`src/rtl/serial_sub_pkg.sv`:
```
// Shared definitions for the bit-serial subtractor: FSM encodings and state type.
package serial_sub_pkg;

  // FSM state encodings
  localparam logic [1:0] ST_IDLE = 2'd0;
  localparam logic [1:0] ST_RUN  = 2'd1;
  localparam logic [1:0] ST_DONE = 2'd2;

  typedef enum logic [1:0] {
    StIdle = ST_IDLE,
    StRun  = ST_RUN,
    StDone = ST_DONE
  } state_e;

  // Width of a counter able to hold the values 0..width
  function automatic int unsigned cnt_width(input int unsigned width);
    return $clog2(width + 1);
  endfunction

endpackage

```
`src/rtl/full_subtractor.sv`:
```
// One-bit full subtractor built from gate primitives: d = x - y - bin, bout = borrow.
module full_subtractor (
  input  wire x,
  input  wire y,
  input  wire bin,
  output wire d,
  output wire bout
);

  wire w_xy;
  wire w_nx;
  wire w_nxy;
  wire w_t0;
  wire w_t1;

  xor g_xor0 (w_xy, x, y);
  xor g_xor1 (d, w_xy, bin);
  not g_not0 (w_nx, x);
  and g_and0 (w_t0, w_nx, y);
  not g_not1 (w_nxy, w_xy);
  and g_and1 (w_t1, w_nxy, bin);
  or  g_or0  (bout, w_t0, w_t1);

endmodule

```
`src/rtl/serial_subtractor.sv`:
```
// Bit-serial unsigned subtractor: computes a - b one bit per cycle, LSB first.
// The result is shifted into a working register and copied to a separate output
// register only when the last bit is produced, so diff/borrow_out stay stable
// across a following operation until its result is complete.
module serial_subtractor
  import serial_sub_pkg::*;
#(
  parameter int unsigned WIDTH = 8
) (
  input  logic             clk,
  input  logic             rst,
  input  logic             start,
  input  logic [WIDTH-1:0] a,
  input  logic [WIDTH-1:0] b,
  output logic             busy,
  output logic             done,
  output logic [WIDTH-1:0] diff,
  output logic             borrow_out
);

  localparam int unsigned     CntW    = cnt_width(WIDTH);
  localparam logic [CntW-1:0] CntLast = CntW'(WIDTH - 1);

  state_e           r_state_q;
  state_e           w_state_d;
  logic [WIDTH-1:0] r_a_q;
  logic [WIDTH-1:0] r_b_q;
  logic [WIDTH-1:0] r_res_q;
  logic [WIDTH-1:0] r_diff_q;
  logic [CntW-1:0]  r_cnt_q;
  logic             r_bor_q;
  logic             r_borrow_out_q;
  // First RUN cycle is an alignment cycle with no bit step; it places done on
  // the cycle after edge N+WIDTH+1 for a start accepted at edge N.
  logic             r_align_q;

  logic             w_accept;
  logic             w_step;
  logic             w_last;
  logic             w_d;
  logic             w_bout;

  full_subtractor u_full_subtractor (
    .x    (r_a_q[0]),
    .y    (r_b_q[0]),
    .bin  (r_bor_q),
    .d    (w_d),
    .bout (w_bout)
  );

  // Decode handshake/step qualifiers from current state only
  always_comb begin
    w_accept = 1'b0;
    w_step   = 1'b0;
    w_last   = 1'b0;
    w_accept = (r_state_q == StIdle) && start;
    w_step   = (r_state_q == StRun) && !r_align_q;
    w_last   = w_step && (r_cnt_q == CntLast);
  end

  // Next-state logic
  always_comb begin
    w_state_d = r_state_q;
    unique case (r_state_q)
      StIdle:  if (start) w_state_d = StRun;
      StRun:   if (w_last) w_state_d = StDone;
      StDone:  w_state_d = StIdle;
      default: w_state_d = StIdle;
    endcase
  end

  // State register
  always_ff @(posedge clk or posedge rst) begin
    if (rst) begin
      r_state_q <= StIdle;
    end else begin
      r_state_q <= w_state_d;
    end
  end

  // Operand shift registers, working result, bit counter and borrow flop
  always_ff @(posedge clk or posedge rst) begin
    if (rst) begin
      r_a_q     <= '0;
      r_b_q     <= '0;
      r_res_q   <= '0;
      r_cnt_q   <= '0;
      r_bor_q   <= 1'b0;
      r_align_q <= 1'b0;
    end else if (w_accept) begin
      r_a_q     <= a;
      r_b_q     <= b;
      r_res_q   <= '0;
      r_cnt_q   <= '0;
      r_bor_q   <= 1'b0;
      r_align_q <= 1'b1;
    end else if (r_state_q == StRun) begin
      if (r_align_q) begin
        r_align_q <= 1'b0;
      end else begin
        r_a_q   <= r_a_q >> 1;
        r_b_q   <= r_b_q >> 1;
        r_res_q <= {w_d, r_res_q[WIDTH-1:1]};
        r_bor_q <= w_bout;
        r_cnt_q <= r_cnt_q + CntW'(1);
      end
    end
  end

  // Output register: loaded with the finished result on the final bit step
  always_ff @(posedge clk or posedge rst) begin
    if (rst) begin
      r_diff_q       <= '0;
      r_borrow_out_q <= 1'b0;
    end else if (w_last) begin
      r_diff_q       <= {w_d, r_res_q[WIDTH-1:1]};
      r_borrow_out_q <= w_bout;
    end
  end

  // Outputs depend on registered state only
  always_comb begin
    busy       = (r_state_q != StIdle);
    done       = (r_state_q == StDone);
    diff       = r_diff_q;
    borrow_out = r_borrow_out_q;
  end

endmodule

```
`config.mk`:
```
export PLATFORM = sky130hd
export DESIGN_NAME = serial_subtractor
export DESIGN_NICKNAME = d
export VERILOG_FILES = /design/src/rtl/serial_sub_pkg.sv /design/src/rtl/full_subtractor.sv /design/src/rtl/serial_subtractor.sv
export SDC_FILE = /design/constraint.sdc
export NUM_CORES = 1
export LEC_CHECK = 0
export ABC_AREA = 1
export CAP_MARGIN = 40
export CORE_ASPECT_RATIO = 1.2
export CORE_MARGIN = 2
export CORE_UTILIZATION = 35
export DETAILED_ROUTE_END_ITERATION = 12
export PLACE_DENSITY = 0.54
export SYNTH_ARGS = -nofsm -noshare
export SYNTH_HDL_FRONTEND = slang
export SYNTH_HIERARCHICAL = 1
export SYNTH_SLANG_ARGS = --single-unit
export TNS_END_PERCENT = 5
```
`constraint.sdc`:
```
create_clock -name clk -period 2.6 [get_ports clk]
set_clock_uncertainty 0.1 [all_clocks]
set_input_delay 0.26 -clock clk [delete_from_list [all_inputs] [get_ports clk]]
set_output_delay 0.26 -clock clk [all_outputs]
set_load 0.005 [all_outputs]
```
==> impl_metrics.py <==
metrics = {
    "synth": {
        "synth-main-ff-cell": "dfrtp_1",
        "netlist_area_um2": 1880,
        "ys_ff_latch": 40,
        "post-synth-top-count-cell": "nand2_1",
        "yosysSeqAreaShare": 0.531,
        "avgSynthCellArea_um2": 9.71,
        "yosys_warnings": 6,
        "syn-instance-count": 194,
        "yosys-top-cells-count": "62 x nand2_1, 40 x dfrtp_1, 18 x nand3_1",
        "synthTopCellsByArea": "dfrtp_1 53%, nand2_1 12%, nand3_2 6.4%",
        "postSynth.asyncResetShare": 1.00,
        "synth_top_area_share": 0.531,
        "synth_nets": 215,
        "synth_edf_count": 0,
        "ys_types": 24,
        "yosysTopAreaCell": "dfrtp_1",
    },
    "global_routing": {
        "grt_overflow": 0,
        "grt_pass1_vias": 1290,
        "grt_pass1_wl_um": 5910,
        "grt_usage": 0.125,
        "antenna_found_initial": 0,
        "grt_max_degree": 41,
    },
    "setup_path": {
        "r2r_slack_ns": 0.86,
        "cp-end-kind": "output pin",
        "path_max_fanout": 4,
        "crit_required_ns": 2.24,
        "startpoint_type": "flip-flop",
        "worstPathArrival_ns": 1.44,
        "crit_type": "flip-flop to output pin",
    },
    "place": {
        "place.port_buffers": 29,
        "place_congestion": 0.702,
        "hpwlAfterDp_um": 2280,
        "dpl_cell_area_um2": 2160,
    },
    "clock_tree": {
        "cts_buffers": 5,
        "cts_max_level": 2,
        "cts_num_sinks": 40,
        "clkTransAtPathRegs_ns": 0.08,
        "cts_setup_buffers": 0,
        "insertion_delay_ns": 0.28,
        "ctsResizeCount": 0,
        "cts_hold_buf": 0,
        "root_buffer": "clkbuf_8",
        "cts_tree": "done",
        "clock_path_buffers": 2,
    },
    "sta": {
        "slew_headroom": 0.630,
        "drv_slew": 0,
        "setup_viol": 0,
        "tightest_slew_ns": 0.553,
        "finalSetupTns_ns": 0,
        "min_period_over_period": 0.693,
        "hold_violations": 0,
        "rsz0062_at_grt": "false",
        "max_freq_mhz": 555,
        "final_period_minus_worst_setup_slack_ns": 1.80,
    },
    "worst_hold_path": {
        "hold_class": "primary input to async pin",
    },
    "detailed_routing": {
        "wl_um": 3440,
        "postRouteAntennaNets": 0,
        "wire_per_inst_um": 12.1,
        "drc": 0,
        "firstDrtPassIters": 4,
        "vias": 1320,
        "avgViaCountPerCell": 4.63,
        "drt-initial-drc-count": 36,
    },
    "status": {
        "status": "complete, no violations",
    },
    "die": {
        "ios": 30,
        "start_util": 0.361,
        "die_width_um": 71.0,
        "fp.dieH_um": 84.4,
        "dieArea_um2": 5990,
        "rows": 29,
        "core_um2": 5230,
    },
    "flow_run": {
        "maxCapViolations": 0,
    },
    "cells_and_area": {
        "finalInstanceArea_um2": 2260,
        "syn2layout_area_growth_pct": 20.1,
        "nNetsFinal": 243,
        "layout-drive-gt1-share": 0.161,
        "fill_cells": 556,
        "num_antenna_cells": 0,
    },
    "power_and_ir_drop": {
        "powerDensity_nw_per_um2": 1180,
        "vdd_drop_max_v": 0.000417,
        "total_leakage_power_nw": 1.07,
    },
}
final timing paths:
check / start / endpoint / cells after the start
min in group clk: r_a_q[7]$_DFFE_PP0P_ / r_a_q[7]$_DFFE_PP0P_ / 2
min reg2reg: r_a_q[7]$_DFFE_PP0P_ / r_a_q[7]$_DFFE_PP0P_ / 2
max in group asynchronous: rst / r_b_q[0]$_DFFE_PP0P_ / 3
min: rst / r_res_q[6]$_DFFE_PP0P_ / 3
max reg2reg: r_state_q[0]$_DFFE_PP0P_ / r_b_q[4]$_DFFE_PP0P_ / 5
max: r_state_q[0]$_DFFE_PP0P_ / busy / 3
layout by cell type (no fill, tap or decap):
cell type        count
nand2_1             62
dfrtp_1             40
clkdlybuf4s50_1     29
nand3_1             18
inv_1               14
nand3_2             12
o21ai_1             11
o22ai_1              5
clkbuf_8             5
nand2_2              4
nor2_2               3
nor2_4               2
nor2_1               2
o21ai_2              2
a21oi_1              2
nand3_4              1
nand2_8              1
inv_4                1
inv_2                1
nand3b_2             1
o21ai_0              1
ha_1                 1
clkinv_2             1
bufinv_16            1
clkbuf_1             1
buf_4                1
fa_1                 1
where the power goes:
group | internal [mW] | switching (mW) | total [mW] | leakage [nW]
sequential | 0.895 | 0.155 | 1.05 | 0.504
combinational | 0.473 | 0.647 | 1.12 | 0.510
clock | 0.285 | 0.207 | 0.491 | 0.0552
layer usage:
metal | wire [um] | track usage | up-vias
met2 | 1690 | 0.212 | 25
met4 | 34 | 0.0412 | 0
met3 | 130 | 0.0300 | 2
met1 | 1590 | 0.156 | 616
met5 | 0 | 0 | -
li1 | - | - | 677
per-stage QoR:
stage               power, mW  utilization  instances  hold WS [ns]  setup slack, ns
floorplan                1.96            -        194         0.277             1.30
global placement         2.20        0.413        277         0.356            0.778
detailed placement       2.21        0.413        277         0.358            0.778
CTS                      2.72        0.433        285         0.320            0.762
global route             2.90        0.433        285         0.365            0.708
finish                   2.66        0.433        285         0.304            0.798
worst max-delay path, cell delays in order (launching register included):
cell             delay (ns)
dfrtp_1                0.45
nor2_2                 0.21
inv_1                  0.07
clkdlybuf4s50_1        0.44
registers in the layout, summed over array words and instances, names as in the netlist:
| signal | count |
|---|---|
| r_a_q | 8 |
| r_bor_q | 1 |
| r_b_q | 8 |
| diff | 8 |
| r_res_q | 7 |
| borrow_out | 1 |
| r_state_q | 2 |
| r_cnt_q | 4 |
| r_align_q | 1 |
cell type report:
| type | instances | area (um^2) | share of cell area |
|---|---|---|---|
| Inverter | 16 | 62.6 | 0.0276 |
| Multi-Input combinational cell | 129 | 717 | 0.317 |
| Timing Repair Buffer | 30 | 298 | 0.132 |
| Sequential cell | 40 | 1000 | 0.442 |
| Tap cell | 62 | 77.6 | 0.0343 |
| Clock inverter | 2 | 35.0 | 0.0155 |
| Clock buffer | 6 | 72.6 | 0.0321 |
cell families after synthesis:
kind of cell | after synthesis | synth area share
compound gates | 21 | 0.0631
fa+ha+maj | 2 | 0.0173
buf+inv | 25 | 0.0883
flops | 40 | 0.531
simple gates | 106 | 0.300
(Power assumes the default switching activity.)
